--- src/rtl/vm_dispenser.sv ---
`default_nettype none
// ============================================================================
//  Module      : vm_dispenser
//  Description : Brew/dispense back-end for vmcoffee. Accepts a cup request
//                on a COFFEE rising edge, runs GRIND -> BREW -> POUR -> DONE,
//                and tracks the water-tank and bean-hopper levels that are
//                reported back as WATER/BEANS.
//                Optional feature macro: VM_DISP_STATS_EN (adds CUPS[7:0],
//                a saturating count of completed cups).
//  Revision    : 1.0 - initial release
// ============================================================================
module vm_dispenser #(
  parameter int WATER_W    = 5,
  parameter int WATER_MAX  = 31,
  parameter int CUP_WATER  = 5,
  parameter int BEAN_DOSES = 8,
  parameter int GRIND_CYC  = 4,
  parameter int BREW_CYC   = 8,
  parameter int POUR_CYC   = 3
) (
  input  logic               clk,
  input  logic               rst,        // asynchronous, active-low
  input  logic               COFFEE,
  input  logic               ERROR,
  input  logic               REFILL_W,
  input  logic               REFILL_B,
  output logic [WATER_W-1:0] WATER,
  output logic               BEANS,
  output logic               BUSY,
  output logic               CUP_READY,
  output logic               FAULT
`ifdef VM_DISP_STATS_EN
  ,
  output logic [7:0]         CUPS
`endif
);

  // Dose counter must hold the full-hopper value.
  localparam int DOSE_W  = $clog2(BEAN_DOSES + 1);

  // Phase counter is sized for the longest phase.
  localparam int MAX_GB  = (GRIND_CYC > BREW_CYC) ? GRIND_CYC : BREW_CYC;
  localparam int MAX_CYC = (MAX_GB > POUR_CYC) ? MAX_GB : POUR_CYC;
  localparam int CNT_W   = (MAX_CYC > 1) ? $clog2(MAX_CYC) : 1;

  typedef enum logic [2:0] {
    S_IDLE  = 3'd0,
    S_GRIND = 3'd1,
    S_BREW  = 3'd2,
    S_POUR  = 3'd3,
    S_DONE  = 3'd4
  } state_t;

  state_t              state;
  logic [CNT_W-1:0]    phase;
  logic                coffee_q;
  logic [DOSE_W-1:0]   dose;

  logic                coffee_rise;
  logic                can_brew;
  logic                consume;
  logic [WATER_W-1:0]  water_next;
  logic [DOSE_W-1:0]   dose_next;

  // A request is a rising edge of COFFEE; the previous level is registered.
  assign coffee_rise = COFFEE & ~coffee_q;

  // Enough water for one cup and at least one dose left in the hopper.
  assign can_brew    = (WATER >= WATER_W'(CUP_WATER)) && (dose != '0);

  // Resources are taken exactly on the GRIND -> BREW transition, which is
  // the same edge as GRIND exit (dose) and BREW entry (water). An abort in
  // GRIND wins over this transition, so nothing is consumed in that case.
  assign consume     = (state == S_GRIND) && !ERROR && (phase == '0);

  // Next tank/hopper levels: a refill is applied first, consumption second.
  always_comb begin
    water_next = REFILL_W ? WATER_W'(WATER_MAX) : WATER;
    dose_next  = REFILL_B ? DOSE_W'(BEAN_DOSES) : dose;
    if (consume) begin
      water_next = water_next - WATER_W'(CUP_WATER);
      dose_next  = dose_next - DOSE_W'(1);
    end
  end

  // Tank level, dose count and the registered BEANS flag.
  always_ff @(posedge clk or negedge rst) begin
    if (!rst) begin
      WATER <= '0;
      dose  <= '0;
      BEANS <= 1'b0;
    end else begin
      WATER <= water_next;
      dose  <= dose_next;
      BEANS <= (dose_next != '0);
    end
  end

  // Brew sequencer: state, phase counter, edge register and pulse outputs.
  always_ff @(posedge clk or negedge rst) begin
    if (!rst) begin
      state     <= S_IDLE;
      phase     <= '0;
      coffee_q  <= 1'b0;
      BUSY      <= 1'b0;
      CUP_READY <= 1'b0;
      FAULT     <= 1'b0;
    end else begin
      coffee_q  <= COFFEE;
      CUP_READY <= 1'b0;
      FAULT     <= 1'b0;
      case (state)
        S_IDLE: begin
          // Requests are rejected while ERROR is up or resources are short;
          // the edge is simply lost in that case.
          if (coffee_rise) begin
            if (ERROR || !can_brew) begin
              FAULT <= 1'b1;
            end else begin
              state <= S_GRIND;
              phase <= CNT_W'(GRIND_CYC - 1);
              BUSY  <= 1'b1;
            end
          end
        end
        S_GRIND: begin
          if (ERROR) begin
            state <= S_IDLE;
            phase <= '0;
            BUSY  <= 1'b0;
            FAULT <= 1'b1;
          end else if (phase == '0) begin
            state <= S_BREW;
            phase <= CNT_W'(BREW_CYC - 1);
          end else begin
            phase <= phase - CNT_W'(1);
          end
        end
        S_BREW: begin
          if (ERROR) begin
            state <= S_IDLE;
            phase <= '0;
            BUSY  <= 1'b0;
            FAULT <= 1'b1;
          end else if (phase == '0) begin
            state <= S_POUR;
            phase <= CNT_W'(POUR_CYC - 1);
          end else begin
            phase <= phase - CNT_W'(1);
          end
        end
        S_POUR: begin
          // Once pouring has started the cup is always finished.
          if (phase == '0) begin
            state     <= S_DONE;
            phase     <= '0;
            CUP_READY <= 1'b1;
          end else begin
            phase <= phase - CNT_W'(1);
          end
        end
        S_DONE: begin
          state <= S_IDLE;
          phase <= '0;
          BUSY  <= 1'b0;
        end
        default: begin
          state <= S_IDLE;
          phase <= '0;
          BUSY  <= 1'b0;
        end
      endcase
    end
  end

`ifdef VM_DISP_STATS_EN
  // Completed-cup counter, saturating at 255.
  always_ff @(posedge clk or negedge rst) begin
    if (!rst) begin
      CUPS <= '0;
    end else if (CUP_READY && (CUPS != 8'hFF)) begin
      CUPS <= CUPS + 8'd1;
    end
  end
`endif

endmodule
`default_nettype wire

--- config.mk ---
export PLATFORM = sky130hd
export DESIGN_NAME = vm_dispenser
export DESIGN_NICKNAME = d
export VERILOG_FILES = /design/src/rtl/vm_dispenser.sv
export SDC_FILE = /design/constraint.sdc
export NUM_CORES = 1
export LEC_CHECK = 0
export ABC_CLOCK_PERIOD_IN_PS = 2060
export CORE_AREA = 2 2 41 58
export CTS_BUF_LIST = sky130_fd_sc_hd__clkbuf_8
export DETAILED_ROUTE_END_ITERATION = 6
export DIE_AREA = 0 0 43 60
export GPL_TIMING_DRIVEN = 0
export PLACE_DENSITY = 0.75
export REMOVE_ABC_BUFFERS = 1
export SLEW_MARGIN = 20
export SYNTH_ARGS = -nofsm -noshare
export SYNTH_HDL_FRONTEND = slang
export SYNTH_SLANG_ARGS = --single-unit
--- constraint.sdc ---
create_clock -name clk -period 2.06 [get_ports clk]
set_input_delay 0.309 -clock clk [delete_from_list [all_inputs] [get_ports clk]]
set_output_delay 0.309 -clock clk [all_outputs]
set_load 0.05 [all_outputs]
# Word level (Yosys, flattened, before mapping)
# Cells that the tools add are included.
# op_classes
add_sub_neg,3
magnitude_cmp,1
eq_ne,9
n_mux,30
bitwise_logic,3
n_reduce_logical,14
# ops
cell,count
3-bit 2-to-1 mux,14
3-bit one-hot mux with 4 select lines,2
5-bit 2-to-1 mux,2
1-bit 2-to-1 mux,8
4-bit 2-to-1 mux,2
4-bit nonzero test,2
"3-bit by 2-bit equality test with 1-bit output, second input constant",2
3-bit zero test,2
"2-bit inequality test, second input constant",3
"5-bit by 3-bit >= comparator with 1-bit output, second input constant",1
5-bit AND reduction,1
"5-bit by 3-bit subtractor with 5-bit output, second input constant",1
4-bit AND reduction,1
"4-bit by 1-bit subtractor with 4-bit output, second input constant",1
"3-bit by 1-bit equality test with 1-bit output, second input constant",1
1-bit logical AND,3
"3-bit by 2-bit inequality test with 1-bit output, second input constant",1
"3-bit inequality test, second input constant",1
1-bit one-hot mux with 3 select lines,1
"3-bit by 1-bit subtractor with 3-bit output, second input constant",1
1-bit zero test,2
"2-bit by 1-bit inequality test with 1-bit output, second input constant",1
1-bit NOT,2
1-bit one-hot mux with 2 select lines,1
4 further kinds,4
# word_totals
register_bits,20
inputBits,6
output_inout_bits,9
word_cells,69

# Logic depth before layout (Yosys ltp)
# logic_depth
ltp_word,7
mapped_depth,6
mapped_depth_nobuf,6

# Worst setup path before layout
# No wires, ideal clock.
# synth_path
path_type,flip-flop to flip-flop
startpoint,register WATER[1]
endpoint,register phase[2]
setup_ns,0.082
t_arrival_ns,1.472
required_time_ns,1.978
setup_slack_ns,0.506
stages_incl_launch_ff,5
path_cell_list,dfrtp_1 > o21a_1 > o311a_2 > nand3b_1 > a31oi_1
# synth_via
elab_chain_len,6
# synth_lines
item,line_no,rtl
from (decl),27,"output logic [WATER_W-1:0] WATER,"
from (signal assigned),93,WATER <= water_next;
5-bit by 3-bit >= comparator with 1-bit output,69,assign can_brew = (WATER >= WATER_W'(CUP_WATER)) && (dose != '0);
1-bit logical AND,69,
1-bit zero test,117,if (ERROR || !can_brew) begin
1-bit logical OR,117,
2-bit inequality test (no source line),-,
2-bit AND reduction (no source line),-,
to (signal assigned),121,phase <= CNT_W'(GRIND_CYC - 1);
to (signal assigned),134,phase <= CNT_W'(BREW_CYC - 1);
to (signal assigned),136,phase <= phase - CNT_W'(1);
to (decl),55,logic [CNT_W-1:0] phase;
# No other way between the ends.
# A chain may end at the register's enable or synchronous reset.

# Final worst setup path
# layout_path
startpoint,register WATER[3]
endpoint,output WATER[3]
# No word-level cell between the ends.

==> results.py <==
metrics = {
    "floorplanning": {
        "die_x_um": 43,
        "start_util_pct": 51.1,
        "io_pins": 15,
        "std_cell_rows": 20,
        "die-area_mm2": 0.00258,
        "die_h_um": 60,
        "core_mm2": 0.00210,
    },
    "sta": {
        "drv_slew": 0,
        "maxClockFrequency_mhz": 549,
        "finalHoldViolations": 0,
        "whs_ps": 544,
        "worstMarginPinSlew_ps": 880,
        "finalCritPeriodShare_pct": 88.5,
        "rsz0062_at_grt": "no",
        "layout_min_cycle_time_ps": 1820,
        "setup_viol": 0,
        "maxSlewHeadroom_pct": 41.1,
        "setup_tns_ps": 0,
        "clock_skew_ps": 5.07,
    },
    "finish": {
        "diodes": 0,
        "layout.nets": 127,
        "fillers": 183,
        "drive_above_1_share_pct": 9.32,
        "syn2layout_area_growth_pct": 18.1,
    },
    "clocking": {
        "cts_tree": "done",
        "cts_sinks": 20,
        "path_clk_slew_ps": 70,
        "cts.path.max_buffers": 2,
        "root_buffer": "clkbuf_8",
        "cts_setup_buffers": 0,
        "cts_buffers": 3,
        "postCtsHoldBufs": 0,
        "cts_resized": 0,
        "h-tree-depth": 1,
        "clkLatencyLatePin_ps": 260,
    },
    "worst_setup_path": {
        "cp.arrival_ps": 1510,
        "r2r_end": "BEANS",
        "reg2regPathDepth": 4,
        "reg2reg_slack_ps": 490,
        "critical_path.startpoint": "WATER[3]",
        "path_cells": "clkdlybuf4s50_1",
        "max_stage_delay_ps": 830,
        "critPathTopFamily": "buffers and inverters",
        "rr_startpoint": "state[0]",
        "crit_slowest_cell": "clkdlybuf4s50_1",
        "critPathCaptureType": "primary output",
        "cp_max_fo": 5,
        "cp-start-kind": "flop",
        "cp_data_required_time_ps": 1750,
        "cp-endpoint": "WATER[3]",
        "cp.buffers_inverters": 1,
        "crit_type": "reg -> out",
        "crit_cells": 1,
    },
    "grt": {
        "met2_usage_pct": 30.3,
        "busiest_layer": "met2",
        "grt_max_degree": 21,
        "grt_pass1_wl_um": 3310,
        "grt_overflow": 0,
        "grt_usage_pct": 17.8,
        "grt_pass1_vias": 769,
        "use_met3_pct": 2.72,
        "use_met1_pct": 21.1,
        "antenna_found_initial": 0,
    },
    "detailed_routing": {
        "routedWlPerCell_um": 14.5,
        "drtPass1Iterations": 4,
        "wl_um": 2020,
        "antenna_left": 0,
        "drt_iter0_markers": 20,
        "via_per_inst": 5.87,
        "vias": 822,
        "drc": 0,
    },
    "power": {
        "leakage_uw": 0.000504,
        "max-vdd-ir-drop_uv": 667,
        "power-per-cell-area_mw_per_mm2": 1100,
    },
    "synthesis": {
        "syn_area_per_cell_um2": 10.3,
        "ys_warn_count": 0,
        "syn_inst": 104,
        "seq_area_frac_synth_pct": 46.6,
        "synth_edf_count": 0,
        "synthFlopType": "dfrtp_1",
        "synth-seq-cells": 20,
        "syn-cell-area_mm2": 0.00107,
        "yosysUniqueCellTypes": 35,
        "async_reset_ff_share_pct": 100,
    },
    "placed_design": {
        "gp_congestion": 0.873,
        "port_buffers": 14,
        "dp_hpwl_um": 1450,
    },
    "worst_hold_path": {
        "hold_path_class": "in -> reg",
    },
    "run": {
        "cap_violations": 0,
    },
    "run_status": {
        "status": "finished, final reports clean",
    },
}
## power breakdown
group          internal (uW)  switching [uW]
clock network            170             125
registers                471             115
logic                    217             294
## routing by layer
metal,up-vias,share of wire (%)
li1,402,-
met1,396,42
met2,20,52
met3,4,4.0
met4,0,2.0
met5,-,0
## layout by cell type, fill, tap and decap left out
cell type,Yosys,layout
dfrtp_1,20,20
clkdlybuf4s50_1,0,14
nor2_1,11,11
nor3_1,6,6
nand2_1,5,5
a21oi_1,5,5
nand2b_1,4,4
o21a_1,4,4
o31ai_1,4,4
xor2_1,4,4
nand3b_1,4,4
o21ai_0,4,4
clkbuf_8,0,4
mux2i_1,3,3
a31oi_1,3,3
nor2b_1,2,2
nand3_1,2,2
or2_2,2,2
xnor2_1,2,2
ha_1,2,2
or4_4,1,1
nor3b_4,1,1
nor4_4,1,1
nand2_4,1,1
or2b_1,1,1
or3_1,1,1
nand4b_1,1,1
o31a_1,1,1
inv_1,1,1
nor3b_1,1,1
o311a_2,1,1
a21boi_0,1,1
o221ai_1,1,1
## kinds of logic (layout without fill, tap and decap cells)
family	count (synthesis)	after routing	share of synthesized area (%)
simple gates	44	44	25.4
compound gates	24	24	14.9
flops	20	20	46.6
mux	3	3	2.80
fa+ha+maj	2	2	2.33
buf+inv	5	19	3.03
xor+xnor	6	6	4.90
## Yosys cell counts, types with 2 or more instances
master	number	share of area, %
xnor2_1	2	1.6
o21ai_0	4	1.9
nand3b_1	4	2.8
nand2_1	5	1.7
mux2i_1	3	2.8
nor2b_1	2	1.2
a31oi_1	3	1.7
a21oi_1	5	2.3
or2_2	2	1.2
nand3_1	2	0.93
nand2b_1	4	2.3
nor2_1	11	3.8
o31ai_1	4	2.8
nor3_1	6	2.8
xor2_1	4	3.3
ha_1	2	2.3
dfrtp_1	20	47
o21a_1	4	2.8
## layout make-up
class | instances | area, um^2 | area share (%)
clock buffer | 4 | 55.1 | 4.34
inverter | 1 | 3.75 | 0.296
multi-input combinational | 79 | 541 | 42.6
sequential | 20 | 500 | 39.5
tap | 22 | 27.5 | 2.17
timing repair buffer | 14 | 140 | 11.1
## worst min path at each step
stage | slack, ps | start | endpoint | cells past startpoint
6_report | 540 | COFFEE | coffee_q | 1
5_1_grt | 550 | COFFEE | coffee_q | 1
4_1_cts | 540 | COFFEE | coffee_q | 1
3_5_place_dp | 550 | dose[3] | BEANS | 2
3_3_place_gp | 520 | dose[3] | BEANS | 2
2_1_floorplan | 10 | rst | BEANS | 0
## state kept, by name, summed over array words and instances (netlist names)
name	cells
BEANS	1
BUSY	1
CUP_READY	1
FAULT	1
WATER	5
coffee_q	1
dose	4
phase	3
state	3
## per-stage QoR
step	std cells	cell area (um^2)	setup slack (ps)	utilization, %	total power [uW]
final	140	1270	238	60.3	1390
after global routing	140	1270	217	60.3	1470
after CTS	140	1270	237	60.3	1400
after detailed placement	136	1210	144	57.7	1100
after global placement	136	1210	146	57.7	1090
after floorplan	100	1040	505	-	950
Note: power is estimated with default switching activity, not from simulation.
